$ cat src/rtl/kbd_painter_if.sv
// Keyboard-painter bus: PS/2 byte strobe in, framebuffer write port and status out.
// The master drives scan codes; the slave (the painter) drives everything else.
interface kbd_painter_if;
    logic        code_valid;
    logic [7:0]  code;
    logic        fb_we;
    logic [12:0] fb_addr;
    logic [2:0]  fb_data;
    logic [6:0]  cur_x;
    logic [5:0]  cur_y;
    logic [2:0]  color;
    logic        busy;

    modport master (
        output code_valid, code,
        input  fb_we, fb_addr, fb_data, cur_x, cur_y, color, busy
    );

    modport slave (
        input  code_valid, code,
        output fb_we, fb_addr, fb_data, cur_x, cur_y, color, busy
    );
endinterface

$ cat src/rtl/kbd_painter.sv
// PS/2 set-2 decoder that moves a cursor, selects a colour and paints/clears a framebuffer.
// Optional: define KBD_PAINTER_AUTO_ADVANCE_EN to step the cursor right after each cell write.
module kbd_painter #(
    parameter int COLS = 80,
    parameter int ROWS = 60
) (
    input logic         clk,
    input logic         rst_n,
    kbd_painter_if.slave bus
);
    typedef enum logic [2:0] {IDLE, EXT, BRK, EXTBRK, CLEAR} state_t;

    localparam logic [6:0]  X_MAX = 7'(COLS - 1);
    localparam logic [5:0]  Y_MAX = 6'(ROWS - 1);
    localparam logic [12:0] CELLS = 13'(COLS * ROWS);

    state_t      state_q, state_d;
    logic [6:0]  cur_x_q, cur_x_d;
    logic [5:0]  cur_y_q, cur_y_d;
    logic [2:0]  color_q, color_d;
    logic [12:0] clr_cnt_q, clr_cnt_d;
    logic        fb_we_q, fb_we_d;
    logic [12:0] fb_addr_q, fb_addr_d;
    logic [2:0]  fb_data_q, fb_data_d;

    logic        do_write, clr_active;
    logic [2:0]  wr_data;
    logic [12:0] clr_addr, cur_addr;

    assign cur_addr = 13'(cur_y_q) * 13'(COLS) + 13'(cur_x_q);

    // NOTE: state registers use non-blocking assignments so every flop samples pre-edge values.
    always_ff @(posedge clk) begin
        if (!rst_n) begin
            state_q   <= IDLE;
            cur_x_q   <= '0;
            cur_y_q   <= '0;
            color_q   <= 3'b111;
            clr_cnt_q <= '0;
            fb_we_q   <= 1'b0;
            fb_addr_q <= '0;
            fb_data_q <= '0;
        end else begin
            state_q   <= state_d;
            cur_x_q   <= cur_x_d;
            cur_y_q   <= cur_y_d;
            color_q   <= color_d;
            clr_cnt_q <= clr_cnt_d;
            fb_we_q   <= fb_we_d;
            fb_addr_q <= fb_addr_d;
            fb_data_q <= fb_data_d;
        end
    end

    // NOTE: every signal driven here gets a default first, so no path can infer a latch.
    always_comb begin
        state_d    = state_q;
        cur_x_d    = cur_x_q;
        cur_y_d    = cur_y_q;
        color_d    = color_q;
        clr_cnt_d  = clr_cnt_q;
        do_write   = 1'b0;
        wr_data    = '0;
        clr_active = 1'b0;
        clr_addr   = '0;

        unique case (state_q)
            IDLE: if (bus.code_valid) begin
                case (bus.code)
                    8'hE0: state_d = EXT;
                    8'hF0: state_d = BRK;
                    8'h45: color_d = 3'd0;
                    8'h16: color_d = 3'd1;
                    8'h1E: color_d = 3'd2;
                    8'h26: color_d = 3'd3;
                    8'h25: color_d = 3'd4;
                    8'h2E: color_d = 3'd5;
                    8'h36: color_d = 3'd6;
                    8'h3D: color_d = 3'd7;
                    8'h29: begin do_write = 1'b1; wr_data = color_q; end
                    8'h66: begin do_write = 1'b1; wr_data = '0;      end
                    8'h21: begin
                        state_d    = CLEAR;
                        clr_active = 1'b1;
                        clr_cnt_d  = 13'd1;
                    end
                    default: ;
                endcase
            end
            EXT: if (bus.code_valid) begin
                state_d = (bus.code == 8'hF0) ? EXTBRK : IDLE;
                case (bus.code)
                    8'h75: cur_y_d = (cur_y_q == '0)    ? Y_MAX : cur_y_q - 6'd1;
                    8'h72: cur_y_d = (cur_y_q == Y_MAX) ? '0    : cur_y_q + 6'd1;
                    8'h6B: cur_x_d = (cur_x_q == '0)    ? X_MAX : cur_x_q - 7'd1;
                    8'h74: cur_x_d = (cur_x_q == X_MAX) ? '0    : cur_x_q + 7'd1;
                    default: ;
                endcase
            end
            BRK, EXTBRK: if (bus.code_valid) state_d = IDLE;
            CLEAR: begin
                // Incoming bytes are ignored here; leaving CLEAR always lands in a clean IDLE.
                if (clr_cnt_q == CELLS) begin
                    state_d = IDLE;
                end else begin
                    clr_active = 1'b1;
                    clr_addr   = clr_cnt_q;
                    clr_cnt_d  = clr_cnt_q + 13'd1;
                end
            end
            default: state_d = IDLE;
        endcase

`ifdef KBD_PAINTER_AUTO_ADVANCE_EN
        if (do_write) begin
            if (cur_x_q == X_MAX) begin
                cur_x_d = '0;
                cur_y_d = (cur_y_q == Y_MAX) ? '0 : cur_y_q + 6'd1;
            end else begin
                cur_x_d = cur_x_q + 7'd1;
            end
        end
`endif

        // Write address is the pre-move cursor; otherwise the port tracks the next cursor cell.
        fb_we_d   = do_write | clr_active;
        fb_data_d = do_write ? wr_data : '0;
        if (do_write)        fb_addr_d = cur_addr;
        else if (clr_active) fb_addr_d = clr_addr;
        else                 fb_addr_d = 13'(cur_y_d) * 13'(COLS) + 13'(cur_x_d);
    end

    assign bus.fb_we   = fb_we_q;
    assign bus.fb_addr = fb_addr_q;
    assign bus.fb_data = fb_data_q;
    assign bus.cur_x   = cur_x_q;
    assign bus.cur_y   = cur_y_q;
    assign bus.color   = color_q;
    assign bus.busy    = (state_q == CLEAR);
endmodule

$ cat src/flat_wrapper.sv
// flat-port wrapper written by rule: the top's interface ports become plain ports
module kbd_painter_flat 
#(
    parameter int COLS = 80,
    parameter int ROWS = 60
)
  (clk, rst_n, bus_code_valid, bus_code, bus_fb_we, bus_fb_addr, bus_fb_data, bus_cur_x, bus_cur_y, bus_color, bus_busy);
  kbd_painter_if bus_i ();
  input logic clk;
  input logic rst_n;
  input wire logic [$bits(bus_i.code_valid)-1:0] bus_code_valid;
  input wire logic [$bits(bus_i.code)-1:0] bus_code;
  output wire logic [$bits(bus_i.fb_we)-1:0] bus_fb_we;
  output wire logic [$bits(bus_i.fb_addr)-1:0] bus_fb_addr;
  output wire logic [$bits(bus_i.fb_data)-1:0] bus_fb_data;
  output wire logic [$bits(bus_i.cur_x)-1:0] bus_cur_x;
  output wire logic [$bits(bus_i.cur_y)-1:0] bus_cur_y;
  output wire logic [$bits(bus_i.color)-1:0] bus_color;
  output wire logic [$bits(bus_i.busy)-1:0] bus_busy;
  assign bus_i.code_valid = bus_code_valid;
  assign bus_i.code = bus_code;
  assign bus_fb_we = bus_i.fb_we;
  assign bus_fb_addr = bus_i.fb_addr;
  assign bus_fb_data = bus_i.fb_data;
  assign bus_cur_x = bus_i.cur_x;
  assign bus_cur_y = bus_i.cur_y;
  assign bus_color = bus_i.color;
  assign bus_busy = bus_i.busy;
  kbd_painter #(.COLS(COLS), .ROWS(ROWS)) u_core (.clk(clk), .rst_n(rst_n), .bus(bus_i));
endmodule
$ cat config.mk
export PLATFORM = sky130hd
export DESIGN_NAME = kbd_painter_flat
export DESIGN_NICKNAME = d
export VERILOG_FILES = /design/src/rtl/kbd_painter_if.sv /design/src/rtl/kbd_painter.sv /design/src/flat_wrapper.sv
export SDC_FILE = /design/constraint.sdc
export NUM_CORES = 1
export LEC_CHECK = 0
export BUFFER_PORTS_ARGS = -buffer_cell sky130_fd_sc_hd__buf_4
export CAP_MARGIN = 25
export CORE_MARGIN = 3
export CORE_UTILIZATION = 35
export DETAILED_ROUTE_END_ITERATION = 10
export HOLD_SLACK_MARGIN = 0.05
export SLEW_MARGIN = 5
export SYNTH_ARGS = -nofsm -noshare
export SYNTH_HDL_FRONTEND = slang
export SYNTH_SLANG_ARGS = --single-unit
$ cat constraint.sdc
create_clock -name clk -period 4.6 [get_ports clk]
set_clock_uncertainty 0.05 [all_clocks]
set_input_delay 1.38 -clock clk [delete_from_list [all_inputs] [get_ports clk]]
set_output_delay 1.38 -clock clk [all_outputs]
set_load 0.01 [all_outputs]
* Word level (Yosys, flattened, before mapping)
Index checks and enable logic that the tools add are counted.
Word-level totals: register bits after elaboration 49, input bits 11, output and inout bits 34, word-level logic and storage cells 93
Operators by class: $add $sub $neg 7, $mul 2, equal/unequal tests 31, mux-type cells 33, bitwise logic cells 1, reduce and logical (&&, ||, !) cells 11
Operators by type and width (count):
- 2-to-1 mux 13 bit | 7
- == test 8 x 6 -> 1 bit, second input constant | 7
- == test 8 x 7 -> 1 bit, second input constant | 6
- 2-to-1 mux 7 bit | 4
- adder 13 x 7 -> 13 bit | 2
- one-hot mux 13 bit (2 select lines) | 1
- 2-to-1 mux 6 bit | 4
- one-hot mux 3 bit (8 select lines) | 1
- multiplier 6 x 3 -> 9 bit, second input constant | 2
- == test 8 x 5 -> 1 bit, second input constant | 2
- == test 8 bit, second input constant | 2
- one-hot mux 7 bit (2 select lines) | 1
- adder 13 x 1 -> 13 bit, second input constant | 1
- == test 13 bit, second input constant | 1
- 2-to-1 mux 3 bit | 4
- one-hot mux 3 bit (4 select lines) | 1
- one-hot mux 6 bit (2 select lines) | 1
- inequality test 2 bit, second input constant | 5
- AND reduction 5 bit | 2
- one-hot mux 3 bit (3 select lines) | 1
- nonzero test 8 bit | 1
- adder 7 x 1 -> 7 bit, second input constant | 1
- == test 7 bit, second input constant | 1
- logical NOT 7 bit | 1
- other kinds (19) | 26

* Depth between registers and ports, before layout
word-level depth 9, mapped depth 17, gate-level depth less buffers 16

* Worst setup path before layout
No wires, ideal clock.
path kind in2reg, start input port bus_code[2], end register u_core.fb_addr_q[11] (netlist: u_core.bus.fb_addr[11]), library setup time 122 ps, arrival 4785 ps, required time 4428 ps, setup slack -357 ps, stages on the path 17, buffers on the path 2, path through buf_2 -> nor4bb_1 -> clkbuf_1 -> nand3_1 -> nor4_1 -> a21oi_1 -> o2bb2ai_1 -> ha_1 -> ha_1 -> inv_1 -> fa_1 -> nand2b_1 -> nor2_1 -> nor4b_1 -> xnor2_1 -> and3_1 -> a221o_1
Between the ends: cells in the longest elaborated chain, start to end 8, elaborated cells on any way between the ends 24, those cells by class 1 x add/sub; 1 x mul; 7 x eq/ne; 14 x mux; 1 x reduce/logical
RTL lines:
- start: declaration | RTL line flat_wrapper.sv:12 | input wire logic [$bits(bus_i.code)-1:0] bus_code;
- == test 8 x 7 -> 1 bit | RTL line kbd_painter.sv:92 | case (bus.code)
- one-hot mux 6 bit (2 select lines) * | RTL line kbd_painter.sv:92
- 2-to-1 mux 6 bit * | RTL line kbd_painter.sv:90 | EXT: if (bus.code_valid) begin
- 2-to-1 mux 6 bit * | RTL line kbd_painter.sv:67 | unique case (state_q)
- named net u_core.cur_y_d[3] | RTL line kbd_painter.sv:19 | logic [5:0] cur_y_q, cur_y_d;
- multiplier 6 x 3 -> 9 bit * | RTL line kbd_painter.sv:130 | else fb_addr_d = 13'(cur_y_d) * 13'(COLS) + 13'(cur_x_d);
- adder 13 x 7 -> 13 bit * | RTL line kbd_painter.sv:130
- 2-to-1 mux 13 bit * | RTL line kbd_painter.sv:129 | else if (clr_active) fb_addr_d = clr_addr;
- 2-to-1 mux 13 bit * | RTL line kbd_painter.sv:128 | if (do_write) fb_addr_d = cur_addr;
- end signal: assignment | RTL line kbd_painter.sv:50 | fb_addr_q <= fb_addr_d;
- end: declaration | RTL line kbd_painter.sv:23 | logic [12:0] fb_addr_q, fb_addr_d;
The timed path passes the listed nets; every way through them passes the cells marked *. A chain may end at the register's enable or synchronous reset.

* Final worst setup path
start input port bus_code[3], end register u_core.fb_addr_q[11] (netlist: u_core.bus.fb_addr[11])
Same word-level chain as after synthesis.

==> implementation parameters <==
Parameter                              Value

Status
  Status    complete, no violations

STA
  Slew HR    38.4%
  RSZ-0062 raised after global routing    true
  Highest Clock Rate    approximately 0.22 GHz
  Slew @ Worst Pin    923 ps
  Total negative slack    0 ps
  Minimum clock period    between 4000 and 5000 ps
  Number of endpoints failing setup at the final stage    0
  Final clock period utilization by the worst path    98.9%
  Number of pins exceeding their max-slew limit in the final report    0
  Hold violation count in the final report    0

Drt
  Violation count after the first detailed-routing iteration    236
  Via count normalized by instance count    ~5.7
  Number of vias after detailed routing    slightly above 4000
  DRC violations left    0
  Routed wire length    about 12000 um
  Remaining number of nets flagged by the antenna check after routing    0
  WL/cell    roughly 17 um
  Number of search-and-repair iterations in the first detailed-routing pass    5

Logic synthesis
  Net count of the mapped netlist    between 500 and 600
  Largest area contributor in the netlist    sky130_fd_sc_hd__dfxtp_1
  Compound-gate portion of the synthesized area    about 23%
  Post-synthesis xor/xnor area fraction    about 6%
  Flop and latch count out of synthesis    between 40 and 50
  Synthesized instance count    483
  Post-synthesis share of cell area spent on and, or, nand and nor gates    between 20 and 30%
  Multiplexer share of the synthesized area    0.538%
  Most instantiated flip-flop cell in the synthesis netlist    sky130_fd_sc_hd__dfxtp_1
  Netlist area before placement    a little under 4000 um^2
  Fraction of the yosys area taken by sequential cells    24.8%
  Number of flops mapped to enable cells by yosys    0
  Leading cell types by total area after synthesis    sky130_fd_sc_hd__dfxtp_1 25%, sky130_fd_sc_hd__ha_1 9.2%, sky130_fd_sc_hd__xnor2_1 4.4%
  FFs w/ async S/R, synth    0%
  Per-instance average area after synthesis    about 8 um^2
  Count of distinct cell types in the synthesized netlist    75
  Yosys synthesis warning count    0
  Adder-cell area share of the yosys netlist    between 10 and 15%
  Yosys top cell area share    about a quarter
  Dominant combinational cell family by area after synthesis    simple AND/OR/NAND/NOR gates

Setup path
  Family of cells with the greatest summed delay on the critical path    compound AO/OA/AOI/OAI gates
  Worst-path fanout max    5
  Data arrival at the endpoint of the critical path    4670 ps
  CP endpoint kind    flop
  Category of the critical setup timing path    input pin to flop
  Crit-path cells    buf_6, nor4b_4, o211ai_1, o311ai_2, a21oi_2, o2bb2ai_2, ha_1, ha_2, inv_2, fa_1, nand2b_4, nor2_2, nor4b_4, xnor2_2, and3_1, a221o_1
  CP Launch Type    input pin
  Slowest cell on crit path    sky130_fd_sc_hd__fa_1
  Slowest cell delay on critical path    about 410 ps
  Most frequent cell on the critical path    sky130_fd_sc_hd__nor4b_4
  Count of buffering cells on the critical path with inverters included    2
  Required @ worst endpoint    4720 ps

Pwr
  Combinational share of power    a little over 20%
  Part of the total power dissipated in the clock network    36.1%
  Sw Share    between 20% and 30%
  Internal power contribution    0.000735 W
  Static Leakage    about 2.1 nW
  Worst supply voltage drop on vdd    about 0.14 mV
  Part of the power in registers    43.4%
  Total power per unit cell area    between 150 and 200 nW/um^2
  P_sw    ~0.00028 W

Flow run
  Max-capacitance violation count    0

Layout
  Area delta synth->final    30.7%
  Commonest cells after routing, fill and taps aside    102 x sky130_fd_sc_hd__buf_4, 49 x sky130_fd_sc_hd__dfxtp_1, 44 x sky130_fd_sc_hd__nor2_1
  Most common cell after layout, fill and taps aside    sky130_fd_sc_hd__buf_4
  N_diodes    0
  Final Core Density    about 47%
  Post-layout nets    617
  FILL cells    around 1100
  Share of post-route cells with drive strength above 1    ~28%

GRT
  GRT Total Usage    roughly 18%
  Total global routing overflow    0
  Number of global-route vias before repair    3927
  Maximum number of pins on one net before global-route repair    25
  Wire length of the first global-routing pass    19200 um
  Initial antenna violation count    0

Die
  Vert. Die Dim    about 110 um
  X dimension of the die    about 110 um
  Core region area    10900 um^2
  Full die area    between 10000 and 15000 um^2
  Initial core utilization    a little over a third
  Row cnt    38
  Top-Level Pins    45

Clocking
  Maximum level of the CTS H-tree    2
  Longest Clk Path Bufs    2
  Clock Sinks    around 50
  Number of buffers inserted during clock tree synthesis    5
  Clk Tree Root Cell    sky130_fd_sc_hd__clkbuf_16
  Worst-Skew Late Latency    290 ps
  Clock-pin transition on the worst setup and hold timing paths    70 ps
  CTS tree    done

Place
  Sum of net half-perimeters after detailed placement    a little over 9000 um
  Placer congestion estimate    roughly 0.88
  Port-buffer cells    between 40 and 50

Worst hold path
  Hold/Removal Path Class    flop to flop
cells by family (layout without fill, tap and decap cells):
| kind of cell | count (synthesis) | in the layout |
|---|---|---|
| AO/OA/AOI/OAI | 124 | 124 |
| XOR/XNOR | 27 | 27 |
| adder cells (fa/ha/maj) | 33 | 33 |
| buffers and inverters | 51 | 142 |
| flip-flops | 49 | 49 |
| multiplexers | 2 | 2 |
| AND/OR/NAND/NOR | 197 | 197 |
metrics by stage:
stage          setup slack, ps  total power [W]  cell area, um^2  cells  hold WS (ps)
3_5_place_dp              -300         0.000652             4870    704           414
2_1_floorplan            -44.2         0.000573             4050    483           424
4_1_cts                   15.9          0.00102             5010    712           425
3_3_place_gp              -285         0.000650             4870    704           416
5_1_grt                   -142          0.00106             5170    714           455
6_report                  50.0          0.00101             5170    714           417
timing repair:
item                                    CTS  global route
resized for setup                         0            28
hold buffers                              0             0
setup buffers                             0             2
endpoints found under the setup margin    0             4
cells in the mapped netlist (all sizes together), types with 9 or more instances:
master	count
o21ai	26
clkbuf	12
dfxtp	49
nand3	25
buf	12
inv	27
nand2b	13
a21oi	25
and2	9
nor2	48
ha	29
xnor2	20
nor3	11
nand2	25
flip-flops by register name, indices dropped and copies added (netlist names):
register,flops
u_core.bus.cur_y,6
u_core.bus.color,3
u_core.bus.fb_we,1
u_core.bus.fb_data,3
u_core.state_q,3
u_core.bus.fb_addr,13
u_core.bus.cur_x,7
u_core.clr_cnt_q,13
power by group through the flow:
stage                     registers, W  clock network, W  logic [W]
after floorplan               0.000454                 0   0.000119
after global placement        0.000449                 0   0.000200
after detailed placement      0.000449                 0   0.000203
after CTS                     0.000439          0.000376   0.000205
after global routing          0.000440          0.000394   0.000228
final                         0.000439          0.000366   0.000208
worst paths after layout:
check / cells after the start / start / to / slack, ps
setup / recovery: 16 / bus_code[3] / u_core.bus.fb_addr[11] / 50
hold / removal: 2 / u_core.bus.color[0] / u_core.bus.fb_data[0] / 420
setup reg to reg: 15 / u_core.bus.cur_y[4] / u_core.bus.fb_addr[11] / 640
hold reg to reg: 2 / u_core.bus.color[0] / u_core.bus.fb_data[0] / 420
layer usage:
layer / vias up / wire length [um] / global-route usage, %
li1: 1969 / - / -
met5: - / 0 / 0
met3: 10 / 449 / 1.73
met4: 0 / 133 / 4.17
met1: 1988 / 5330 / 24.5
met2: 89 / 5890 / 32.1
worst reg2reg max path, cell delays in order, from the launching register on:
cell and delay [ps]:
sky130_fd_sc_hd__dfxtp_1 630, sky130_fd_sc_hd__nand3_1 200, sky130_fd_sc_hd__o211a_1 280, sky130_fd_sc_hd__a221o_1 370
sky130_fd_sc_hd__a21oi_2 140, sky130_fd_sc_hd__o2bb2ai_2 90, sky130_fd_sc_hd__ha_1 310, sky130_fd_sc_hd__ha_2 190
sky130_fd_sc_hd__inv_2 40, sky130_fd_sc_hd__fa_1 450, sky130_fd_sc_hd__nand2b_4 170, sky130_fd_sc_hd__nor2_2 100
sky130_fd_sc_hd__nor4b_4 240, sky130_fd_sc_hd__xnor2_2 120, sky130_fd_sc_hd__and3_1 170, sky130_fd_sc_hd__a221o_1 310
final cells by class:
class                      count  area, um^2  area share (%)
clock buffer                   6         129            2.49
clock inverter                 2        13.8           0.266
inverter                      27         101            1.96
multi-input combinational    383        2940            56.9
sequential                    49         981            19.0
tap                          140         175            3.39
timing repair buffer         107         826            16.0
(Power assumes the default switching activity.)
